`config.mk`:
```
export PLATFORM = sky130hd
export DESIGN_NAME = hms_counter
export DESIGN_NICKNAME = d
export VERILOG_FILES = /design/src/rtl/hms_counter_pkg.sv /design/src/rtl/hms_counter_mod_stage.sv /design/src/rtl/hms_counter.sv
export SDC_FILE = /design/constraint.sdc
export NUM_CORES = 1
export LEC_CHECK = 0
export BUFFER_PORTS_ARGS = -buffer_cell sky130_fd_sc_hd__buf_2
export CORE_MARGIN = 1
export CORE_UTILIZATION = 50
export DETAILED_ROUTE_END_ITERATION = 10
export HOLD_SLACK_MARGIN = 0.02
export PLACE_DENSITY = 0.85
export SLEW_MARGIN = 0
export SYNTH_ARGS = -nofsm -noshare
export SYNTH_HDL_FRONTEND = slang
export SYNTH_SLANG_ARGS = --single-unit
```
`constraint.sdc`:
```
create_clock -name clk -period 2.2 [get_ports clk]
set_input_delay 0.22 -clock clk [delete_from_list [all_inputs] [get_ports clk]]
set_output_delay 0.22 -clock clk [all_outputs]
set_load 0.005 [all_outputs]
```
`src/rtl/hms_counter_pkg.sv`:
```
`default_nettype none
// ============================================================================
// Module      : hms_counter_pkg
// Description : Shared defaults and direction encoding for the h:m:s counter.
// Revision    : 1.0 - initial release
// ============================================================================
package hms_counter_pkg;

    localparam int DEF_SEC_MOD = 60;
    localparam int DEF_MIN_MOD = 60;
    localparam int DEF_HR_MOD  = 24;
    localparam int DEF_SEC_W   = 6;
    localparam int DEF_MIN_W   = 6;
    localparam int DEF_HR_W    = 5;

    localparam logic DIR_UP   = 1'b1;
    localparam logic DIR_DOWN = 1'b0;

endpackage : hms_counter_pkg
`default_nettype wire

```
`src/rtl/hms_counter_mod_stage.sv`:
```
`default_nettype none
// ============================================================================
// Module      : mod_stage
// Description : One up/down modulo stage with clamped load, comb wrap and
//               registered roll pulse.
// Revision    : 1.0 - initial release
// ============================================================================
module mod_stage
    import hms_counter_pkg::*;
#(
    parameter int WIDTH   = 6,
    parameter int MODULUS = 60
) (
    input  logic             clk,
    input  logic             reset,
    input  logic             i_step,
    input  logic             i_dir,
    input  logic             i_load,
    input  logic [WIDTH-1:0] i_load_val,
    output logic [WIDTH-1:0] o_count,
    output logic             o_wrap,
    output logic             o_roll
);

    localparam logic [WIDTH-1:0] C_MAX = WIDTH'(MODULUS - 1);

    logic [WIDTH-1:0] r_count;
    logic             r_roll;
    logic             w_at_edge;
    logic [WIDTH-1:0] w_step_val;
    logic [WIDTH-1:0] w_load_val;

    always_comb begin
        w_at_edge  = (i_dir == DIR_UP) ? (r_count == C_MAX) : (r_count == '0);
        o_wrap     = i_step & w_at_edge;
        w_step_val = '0;
        if (i_dir == DIR_UP) begin
            w_step_val = w_at_edge ? '0 : r_count + WIDTH'(1);
        end else begin
            w_step_val = w_at_edge ? C_MAX : r_count - WIDTH'(1);
        end
        // Compare in 32 bits so MODULUS == 2**WIDTH does not overflow.
        w_load_val = (32'(i_load_val) >= 32'(MODULUS)) ? C_MAX : i_load_val;
    end

    always_ff @(posedge clk) begin
        if (reset) begin
            r_count <= '0;
            r_roll  <= 1'b0;
        end else if (i_load) begin
            r_count <= w_load_val;
            r_roll  <= 1'b0;
        end else if (i_step) begin
            r_count <= w_step_val;
            r_roll  <= w_at_edge;
        end else begin
            r_roll  <= 1'b0;
        end
    end

    assign o_count = r_count;
    assign o_roll  = r_roll;

endmodule : mod_stage
`default_nettype wire

```
`src/rtl/hms_counter.sv`:
```
`default_nettype none
// ============================================================================
// Module      : hms_counter
// Description : Cascaded hours/minutes/seconds up/down counter with load.
// Revision    : 1.0 - initial release
// ============================================================================
module hms_counter
    import hms_counter_pkg::*;
#(
    parameter int SEC_MOD = DEF_SEC_MOD,
    parameter int MIN_MOD = DEF_MIN_MOD,
    parameter int HR_MOD  = DEF_HR_MOD,
    parameter int SEC_W   = DEF_SEC_W,
    parameter int MIN_W   = DEF_MIN_W,
    parameter int HR_W    = DEF_HR_W
) (
    input  logic             clk,
    input  logic             reset,
    input  logic             enable,
    input  logic             up_down,
    input  logic             load,
    input  logic [SEC_W-1:0] load_sec,
    input  logic [MIN_W-1:0] load_min,
    input  logic [HR_W-1:0]  load_hr,
    output logic [SEC_W-1:0] seconds,
    output logic [MIN_W-1:0] minutes,
    output logic [HR_W-1:0]  hours,
    output logic             sec_roll,
    output logic             min_roll,
    output logic             hr_roll
);

    logic w_sec_wrap;
    logic w_min_wrap;
    logic w_hr_wrap_unused;

    // Wraps are combinational so the whole cascade settles on one edge.
    mod_stage #(.WIDTH(SEC_W), .MODULUS(SEC_MOD)) u_sec (
        .clk        (clk),
        .reset      (reset),
        .i_step     (enable),
        .i_dir      (up_down),
        .i_load     (load),
        .i_load_val (load_sec),
        .o_count    (seconds),
        .o_wrap     (w_sec_wrap),
        .o_roll     (sec_roll)
    );

    mod_stage #(.WIDTH(MIN_W), .MODULUS(MIN_MOD)) u_min (
        .clk        (clk),
        .reset      (reset),
        .i_step     (w_sec_wrap),
        .i_dir      (up_down),
        .i_load     (load),
        .i_load_val (load_min),
        .o_count    (minutes),
        .o_wrap     (w_min_wrap),
        .o_roll     (min_roll)
    );

    mod_stage #(.WIDTH(HR_W), .MODULUS(HR_MOD)) u_hr (
        .clk        (clk),
        .reset      (reset),
        .i_step     (w_min_wrap),
        .i_dir      (up_down),
        .i_load     (load),
        .i_load_val (load_hr),
        .o_count    (hours),
        .o_wrap     (w_hr_wrap_unused),
        .o_roll     (hr_roll)
    );

endmodule : hms_counter
`default_nettype wire

```
==> metrics.cfg, run 1 <==
[outcome]
outcome=complete, no violations

[setup_path]
worstSetupPathType=reg2reg
crit_arrival_ns=2.22
worst_setup_path_start_kind=register
endpoint_kind=register
r2r_start=u_min.o_count[1]
startpoint=u_min.o_count[1]
required_ns=2.38
worstPathMaxFanout=6

[clocking]
cts.path.max_buffers=2
path_clk_slew_ns=0.12
cts_sinks=20
cts_setup_buffers=0
cts-hold-fix-buffers=0
cts_tree=built
numCtsBuffers=3
h-tree-depth=1
root_buffer=clkbuf_4
clkLatencyLatePin_ns=0.30

[logic_synthesis]
synthMostInstantiatedCell=a21oi_1
synth.distinct_cells=58
synth_warnings=0
netlist_top_cells_area=dfxtp_1 23%, a21oi_1 7.1%, ha_1 4.2%
ys.flop_type=dfxtp_1
syn_nets=266
syn_inst=238
synth_top_area_cell=dfxtp_1
synth-seq-area-share=0.226
avgSynthCellArea_um2=7.45
ys_seq_elements=20
syn_area_mm2=0.00177
synth_edf_count=0
ys_async_sr_fraction=0
synthDominantCellAreaShare=0.226
yosys-top-cells-count=25 x a21oi_1, 20 x dfxtp_1, 16 x nor2_1, 15 x o21ai_0

[hold_path]
min_from=load_min[4]
hold_class=in2reg

[routing]
wl_per_cell_um=15.6
drc=0
drtIter0Drc=100
routed_wl_mm=4.93
vias=1949
vias_per_cell=6.19
drt-pass1-iter-count=4
ant_nets=0

[floorplanning]
ios=42
core_area_mm2=0.00336
die_y_um=61.6
die_w_um=61.6
dieArea_mm2=0.00379
initial_core_util=0.528
rows=21

[timing]
slew_headroom=0.641
hold_viol=0
timing.hold.ws_ns=0.196
fin_setup_tns_ns=0
drv_slew=0
setup_violations=0
worst_slack_ns=0.165
period_share=0.925
fin_crit_ns=2.04
max_freq_mhz=491
max_slew.worst_pin.slew_ns=0.537
final.setup_skew_ns=0.00608
rsz0062_at_grt=yes

[global_route]
grt_pass1_vias=1804
grt_usage=0.284
grt_max_degree=28
antenna_found_initial=0
gr-total-overflow=0
grt_pass1_wl_mm=8.12

[placement]
port_buffers=41
placed_cell_area_mm2=0.00199
place.gp.congestion=0.936
hpwlAfterDp_mm=3.47
dp_slack_ns=0.176

[power]
leakagePower_nw=0.831
irDropWorstVdd_v=0.000244
design_power_total_mw=0.964
cellPowerDensity_mw_per_mm2=477

[run]
cap_violations=0

[final_layout]
area_delta_synth_final_pct=14.0
postLayoutCellArea_mm2=0.00202
fillCellCount=348
nets=299
diodes=0
drive_above_1_share=0.230

## path summary, 6_finish.rpt
kind                            cells after the start  slack [ns]               end
worst min register to register                      2        0.55  u_sec.o_count[0]
worst max register to register                      6        0.16   u_hr.o_count[0]
worst min-delay path                                3        0.20  u_min.o_count[4]
worst max-delay path                                6        0.16   u_hr.o_count[0]
## metrics by stage
| stage | utilization | std cells |
|---|---|---|
| after floorplan | - | 238 |
| after global placement | 0.593 | 312 |
| after detailed placement | 0.593 | 312 |
| after CTS | 0.600 | 315 |
| after global routing | 0.601 | 315 |
| final | 0.601 | 315 |
## layer usage
metal | up-vias | global-route usage | share of wire
li1 | 961 | - | -
met1 | 918 | 0.379 | 0.44
met2 | 66 | 0.467 | 0.50
met3 | 4 | 0.0315 | 0.051
met4 | 0 | 0.111 | 0.0097
met5 | - | 0 | 0
## cell families after synthesis
group           after synthesis  share of synthesized area
compound gates               82                      0.307
xor+xnor                      4                     0.0197
fa+ha+maj                     6                     0.0423
buf+inv                      32                     0.0811
flops                        20                      0.226
mux                           6                     0.0339
simple gates                 88                      0.291
## sequential cells by signal, indices dropped and copies added (netlist names)
name           count
u_hr.o_count       5
u_hr.o_roll        1
u_min.o_count      6
u_min.o_roll       1
u_sec.o_count      6
u_sec.o_roll       1
## cells in the final DEF (no fill, tap or decap), drive strengths merged, types with 7 or more instances in the layout
| cell | count |
|---|---|
| dfxtp | 20 |
| nor3b | 7 |
| buf | 49 |
| inv | 11 |
| nand3 | 11 |
| nand2 | 11 |
| o21ai | 17 |
| a21oi | 25 |
| nor2 | 16 |
| nor3 | 11 |
## cell type report
class,instances,area [um^2],share of cell area
well taps,46,57.6,0.0285
flip-flops and latches,20,402,0.199
clock buffers,3,22.5,0.0111
inverters,11,41.3,0.0204
repair buffers,49,265,0.131
multi-input cells,186,1230,0.610
## worst max-delay path: stages, from the launching register on
cell,delay (ns)
dfxtp_1,0.47
ha_1,0.30
nand4_1,0.19
nor3b_2,0.34
a31oi_2,0.24
a311oi_1,0.29
a211oi_1,0.09
## report_power, final
group / internal, mW / switching (mW) / leakage (nW)
Clock: 0.0639 / 0.117 / 0.0138
Combinational: 0.155 / 0.185 / 0.652
Sequential: 0.389 / 0.0535 / 0.166
Total: 0.608 / 0.356 / 0.831
## repair_timing
action,in CTS,in global routing
hold endpoints to repair,0,0
gates resized for setup,0,2
endpoints found under the setup margin,0,3
Power figures use the tool's default switching activity.
==> run 2: changes to the inputs <==
- CORE_UTILIZATION: 50 -> 49
- PLACE_DENSITY: 0.85 -> 0.87
- clock period: 2.2 -> 1.7 ns (I/O delays scaled with it)
==> metrics.cfg, run 2 (synthesis gave the netlist of run 1 again) <==
[global_route]
grt_pass1_vias=1949  ; was 1804
grt_usage=0.278  ; was 0.284
gr-total-overflow=0  ; unchanged
antenna_found_initial=0  ; unchanged
grt_pass1_wl_mm=8.94  ; was 8.12 mm
grt_max_degree=20  ; was 28

[final_layout]
layout_commonest_cell=buf_4  ; was buf_2
diodes=0  ; unchanged
nets=337  ; was 299
area_delta_synth_final_pct=37.9  ; was 14.0%
fillCellCount=234  ; was 348
drive_above_1_share=0.417  ; was 0.230
layout_common_cells=46 x buf_4, 41 x buf_2, 24 x a21oi_1  ; was 41 x buf_2, 25 x a21oi_1, 19 x dfxtp_1
postLayoutCellArea_mm2=0.00245  ; was 0.00202 mm^2
final_cell_count_no_fill=353  ; was 315

[timing]
hold_viol=0  ; unchanged
slew_headroom=0.660  ; was 0.641
period_share=1.07  ; was 0.925
worst_slack_ns=-0.112  ; was 0.165 ns
setup_violations=8  ; was 0
rsz0062_at_grt=yes  ; unchanged
drv_slew=0  ; unchanged
final.setup_skew_ns=0.00177  ; was 0.00608 ns
fin_crit_ns=1.81  ; was 2.04 ns
max_freq_mhz=552  ; was 491 MHz
max_slew.worst_pin.slew_ns=0.504  ; was 0.537 ns

[placement]
dp_slack_ns=-0.0789  ; was 0.176 ns
hpwlAfterDp_mm=3.93  ; was 3.47 mm
placed_cell_area_mm2=0.00226  ; was 0.00199 mm^2
dpl.cell_count=345  ; was 312
port_buffers=41  ; unchanged
place.gp.congestion=0.917  ; was 0.936

[power]
irDropWorstVdd_v=0.000264  ; was 0.000244 V
design_power_total_mw=1.41  ; was 0.964 mW
cellPowerDensity_mw_per_mm2=577  ; was 477 mW/mm^2
leakagePower_nw=1.05  ; was 0.831 nW

[routing]
wl_per_cell_um=16.8  ; was 15.6 um
drt-pass1-iter-count=7  ; was 4
vias_per_cell=6.24  ; was 6.19
drc=0  ; unchanged
vias=2202  ; was 1949
drtIter0Drc=213  ; was 100
ant_nets=0  ; unchanged
routed_wl_mm=5.95  ; was 4.93 mm

[outcome]
outcome=complete, but fails checks  ; was complete, no violations
violations=setup timing

[hold_path]
hold_class=in2reg  ; unchanged
hold_depth=3  ; unchanged

[clocking]
clkLatencyLatePin_ns=0.31  ; was 0.30 ns
cts.path.max_buffers=2  ; unchanged
h-tree-depth=1  ; unchanged
root_buffer=clkbuf_4  ; unchanged
path_clk_slew_ns=0.11  ; was 0.12 ns
cts_tree=built  ; unchanged
cts_sinks=20  ; unchanged
numCtsBuffers=3  ; unchanged

[setup_path]
rr_worst_depth=6  ; unchanged
worstPathMaxFanout=5  ; was 6
required_ns=1.89  ; was 2.38 ns
worstSetupPathType=reg2reg  ; unchanged
crit_arrival_ns=2.01  ; was 2.22 ns
endpoint_kind=register  ; unchanged
worst_setup_path_start_kind=register  ; unchanged

[floorplanning]
die_w_um=62.2  ; was 61.6 um
die_y_um=62.2  ; was 61.6 um
core_area_mm2=0.00339  ; was 0.00336 mm^2
dieArea_mm2=0.00387  ; was 0.00379 mm^2
initial_core_util=0.523  ; was 0.528
rows=21  ; unchanged
ios=42  ; unchanged

[run]
cap_violations=0  ; unchanged

==> run 2: cell count changes in the layout (fill, tap and decap cells not counted), moves of 3 or more <==
cell and delta:
inv_2 +3, inv_1 -3, dfxtp_1 -7, dfxtp_2 +5
nor3b_4 +3, ha_1 -4, buf_4 +38
==> run 2: repair_timing <==
action	CTS	global route
endpoints found under the hold margin	0	0
setup buffers	2	3
pin swaps	4	8
hold buffers	0	0
setup endpoints to repair	10	14
resized for setup	15	20
==> run 2: metrics by stage <==
step / hold WS (ns) / utilization / TNS [ns]
after detailed placement: 0.455 / 0.666 / -0.246
after global routing: 0.123 / 0.722 / -1.03
after global placement: 0.451 / 0.666 / -0.0278
after floorplan: 0.324 / - / -0.0346
after CTS: 0.122 / 0.689 / -0.00922
final: 0.118 / 0.722 / -0.296
==> run 2: final cells by class <==
cell class / instances / area (um^2) / area share
Clock buffer: 3 / 22.5 / 0.00921
Inverter: 11 / 41.3 / 0.0169
Multi-Input combinational cell: 186 / 1360 / 0.555
Sequential cell: 20 / 415 / 0.170
Tap cell: 46 / 57.6 / 0.0235
Timing Repair Buffer: 87 / 551 / 0.225
==> run 2: layer usage <==
metal  part of all wire  vias up  global-route usage
li1                   -     1037                   -
met1               0.40     1018               0.357
met2               0.49      128               0.490
met3              0.084       19              0.0221
met4              0.020        0              0.0901
met5                  0        -                   0
==> run 2: worst max-delay path, stage by stage (launching register included) <==
cell	delay, ns
dfxtp_4	0.38
ha_2	0.17
nand4_1	0.18
nor3b_4	0.34
a31oi_4	0.19
a311oi_1	0.37
a211oi_2	0.06
==> run 2: final timing paths <==
| path | startpoint | endpoint | slack (ns) |
|---|---|---|---|
| worst max register to register | u_min.o_count[1] | u_hr.o_count[0] | -0.11 |
| worst max-delay path | u_min.o_count[1] | u_hr.o_count[0] | -0.11 |
| worst min-delay path | load_min[4] | u_min.o_count[4] | 0.12 |
| worst min register to register | u_min.o_count[1] | u_min.o_count[1] | 0.55 |
==> run 2: where the power goes <==
group | internal [mW] | switching [mW] | leakage (nW) | total [mW]
logic | 0.300 | 0.316 | 0.866 | 0.616
clock network | 0.0830 | 0.156 | 0.0138 | 0.239
registers | 0.506 | 0.0519 | 0.168 | 0.558
total | 0.889 | 0.524 | 1.05 | 1.41
==> run 3: changes to the inputs <==
- RECOVER_POWER: default -> 100
==> metrics.cfg, run 3 (synthesis gave the netlist of run 1 again) <==
[timing]
rsz0062_at_grt=yes  ; unchanged
drv_slew=0  ; unchanged
fin_crit_ns=1.81  ; about the same
worst_slack_ns=-0.107  ; was -0.112 ns
slew_headroom=0.660  ; about the same
max_slew.worst_pin.slew_ns=0.505  ; was 0.504 ns
period_share=1.06  ; was 1.07
setup_violations=7  ; was 8
max_freq_mhz=553  ; was 552 MHz
final.setup_skew_ns=0.00143  ; was 0.00177 ns
hold_viol=0  ; unchanged

[setup_path]
worstPathMaxFanout=5  ; unchanged
rr_worst_depth=6  ; unchanged
startpoint=u_min.o_count[1]  ; unchanged
crit_arrival_ns=2.00  ; was 2.01 ns
r2r-end=u_hr.o_count[0]  ; unchanged
rrSetupSlack_ns=-0.11  ; about the same
required_ns=1.89  ; about the same
r2r_start=u_min.o_count[1]  ; unchanged
endpoint_kind=register  ; unchanged
cpPeakStageDelay_ns=0.38  ; about the same
crit_chain=ha_2 > nand4_1 > nor3b_4 > a31oi_4 > a311oi_1 > a211oi_2  ; unchanged
crit_path_top_delay_cell=dfxtp_4  ; unchanged
worst_setup_path_start_kind=register  ; unchanged
worstSetupPathType=reg2reg  ; unchanged

[power]
cellPowerDensity_mw_per_mm2=579  ; was 577 mW/mm^2
design_power_total_mw=1.41  ; about the same
irDropWorstVdd_v=0.000263  ; was 0.000264 V
leakagePower_nw=1.04  ; was 1.05 nW

[global_route]
grt_pass1_wl_mm=8.94  ; unchanged
gr-total-overflow=0  ; unchanged
grt_usage=0.278  ; unchanged
grt_max_degree=20  ; unchanged
antenna_found_initial=0  ; unchanged
grt_pass1_vias=1949  ; unchanged

[final_layout]
nets=337  ; unchanged
multi_input_area_mm2=0.00136  ; unchanged
regArea_um2=413  ; was 415 um^2
layout_commonest_cell=buf_4  ; unchanged
diodes=0  ; unchanged
final_cell_count_no_fill=353  ; unchanged
layout_common_cells=43 x buf_4, 41 x buf_2, 24 x a21oi_1  ; was 46 x buf_4, 41 x buf_2, 24 x a21oi_1
drive_above_1_share=0.401  ; was 0.417
fillCellCount=240  ; was 234
area_delta_synth_final_pct=37.1  ; was 37.9%

[routing]
ant_nets=0  ; unchanged
wl_per_cell_um=17.0  ; was 16.8 um
drc=0  ; unchanged
drt-pass1-iter-count=5  ; was 7
routed_wl_mm=6.01  ; was 5.95 mm
drtIter0Drc=227  ; was 213
vias=2250  ; was 2202
vias_per_cell=6.37  ; was 6.24

[clocking]
cts.path.max_buffers=2  ; unchanged
cts_sinks=20  ; unchanged
clkLatencyLatePin_ns=0.31  ; about the same
path_clk_slew_ns=0.11  ; about the same
cts-hold-fix-buffers=0  ; unchanged
root_buffer=clkbuf_4  ; unchanged
h-tree-depth=1  ; unchanged
numCtsBuffers=3  ; unchanged
cts_tree=built  ; unchanged

[placement]
dpl.cell_count=345  ; unchanged
dp_slack_ns=-0.0789  ; unchanged
port_buffers=41  ; unchanged
place.gp.congestion=0.917  ; unchanged
hpwlAfterDp_mm=3.93  ; unchanged

[floorplanning]
dieArea_mm2=0.00387  ; unchanged
die_y_um=62.2  ; unchanged
core_area_mm2=0.00339  ; unchanged
die_w_um=62.2  ; unchanged
initial_core_util=0.523  ; unchanged
rows=21  ; unchanged
ios=42  ; unchanged

[outcome]
violations=setup timing  ; unchanged
outcome=complete, but fails checks  ; unchanged

[hold_path]
whs_endpoint=u_min.o_count[4]  ; unchanged
min_from=load_min[4]  ; unchanged
hold_class=in2reg  ; unchanged
hold_depth=3  ; unchanged

[run]
cap_violations=0  ; unchanged

==> run 3: cell types whose count changed in the layout (fill, tap and decap cells not counted) <==
cell	delta
buf_4	-3
clkbuf_1	+3
dfxtp_1	+2
dfxtp_2	-2
==> run 3: worst max-delay path by stage <==
stage                       end  slack (ns)  depth (start not counted)
6_report        u_hr.o_count[0]       -0.11                          6
5_1_grt         u_hr.o_count[0]       -0.18                          6
4_1_cts         u_hr.o_count[3]      -0.005                          5
3_5_place_dp    u_hr.o_count[1]       -0.08                          7
3_3_place_gp    u_hr.o_count[4]       -0.02                          6
2_1_floorplan  u_min.o_count[4]       -0.03                          6
==> run 3: timing repair <==
item / 4_1_cts / 5_1_grt
gates resized for setup: 15 / 20
cloned: 0 / 0
buffers inserted: 2 / 3
pin swaps: 4 / 8
endpoints found under the setup margin: 10 / 14
==> run 3: through the flow <==
step | utilization | TNS (ns) | cell area [um^2] | hold WS [ns]
global route | 0.718 | -1.23 | 2430 | 0.123
CTS | 0.689 | -0.00922 | 2340 | 0.122
detailed placement | 0.666 | -0.246 | 2260 | 0.455
floorplan | - | -0.0346 | 1790 | 0.324
global placement | 0.666 | -0.0278 | 2260 | 0.451
finish | 0.718 | -0.307 | 2430 | 0.119
==> run 3: power breakdown <==
group	internal (mW)	switching, mW
Combinational	0.295	0.318
Clock	0.0830	0.154
Sequential	0.505	0.0525
==> run 3: cell type report <==
type,instances,share of cell area
Multi-Input combinational cell,186,0.559
Timing Repair Buffer,87,0.222
Inverter,11,0.0170
Sequential cell,20,0.170
Clock buffer,3,0.00926
Tap cell,46,0.0237
==> run 3: critical path, delay by kind of cell (launching register included) <==
kind                       cells  cell delay, ns
AOI/OAI and AO/OA              3            0.61
and+or+nand+nor                2            0.52
DFF                            1            0.38
adders and majority gates      1            0.17
==> run 3: metal layers <==
layer | wire length, um | share of wire | GRT usage
met1 | 2430 | 0.40 | 0.357
met2 | 3000 | 0.50 | 0.490
met3 | 477 | 0.079 | 0.0221
met4 | 106 | 0.018 | 0.0901
met5 | 0 | 0 | 0
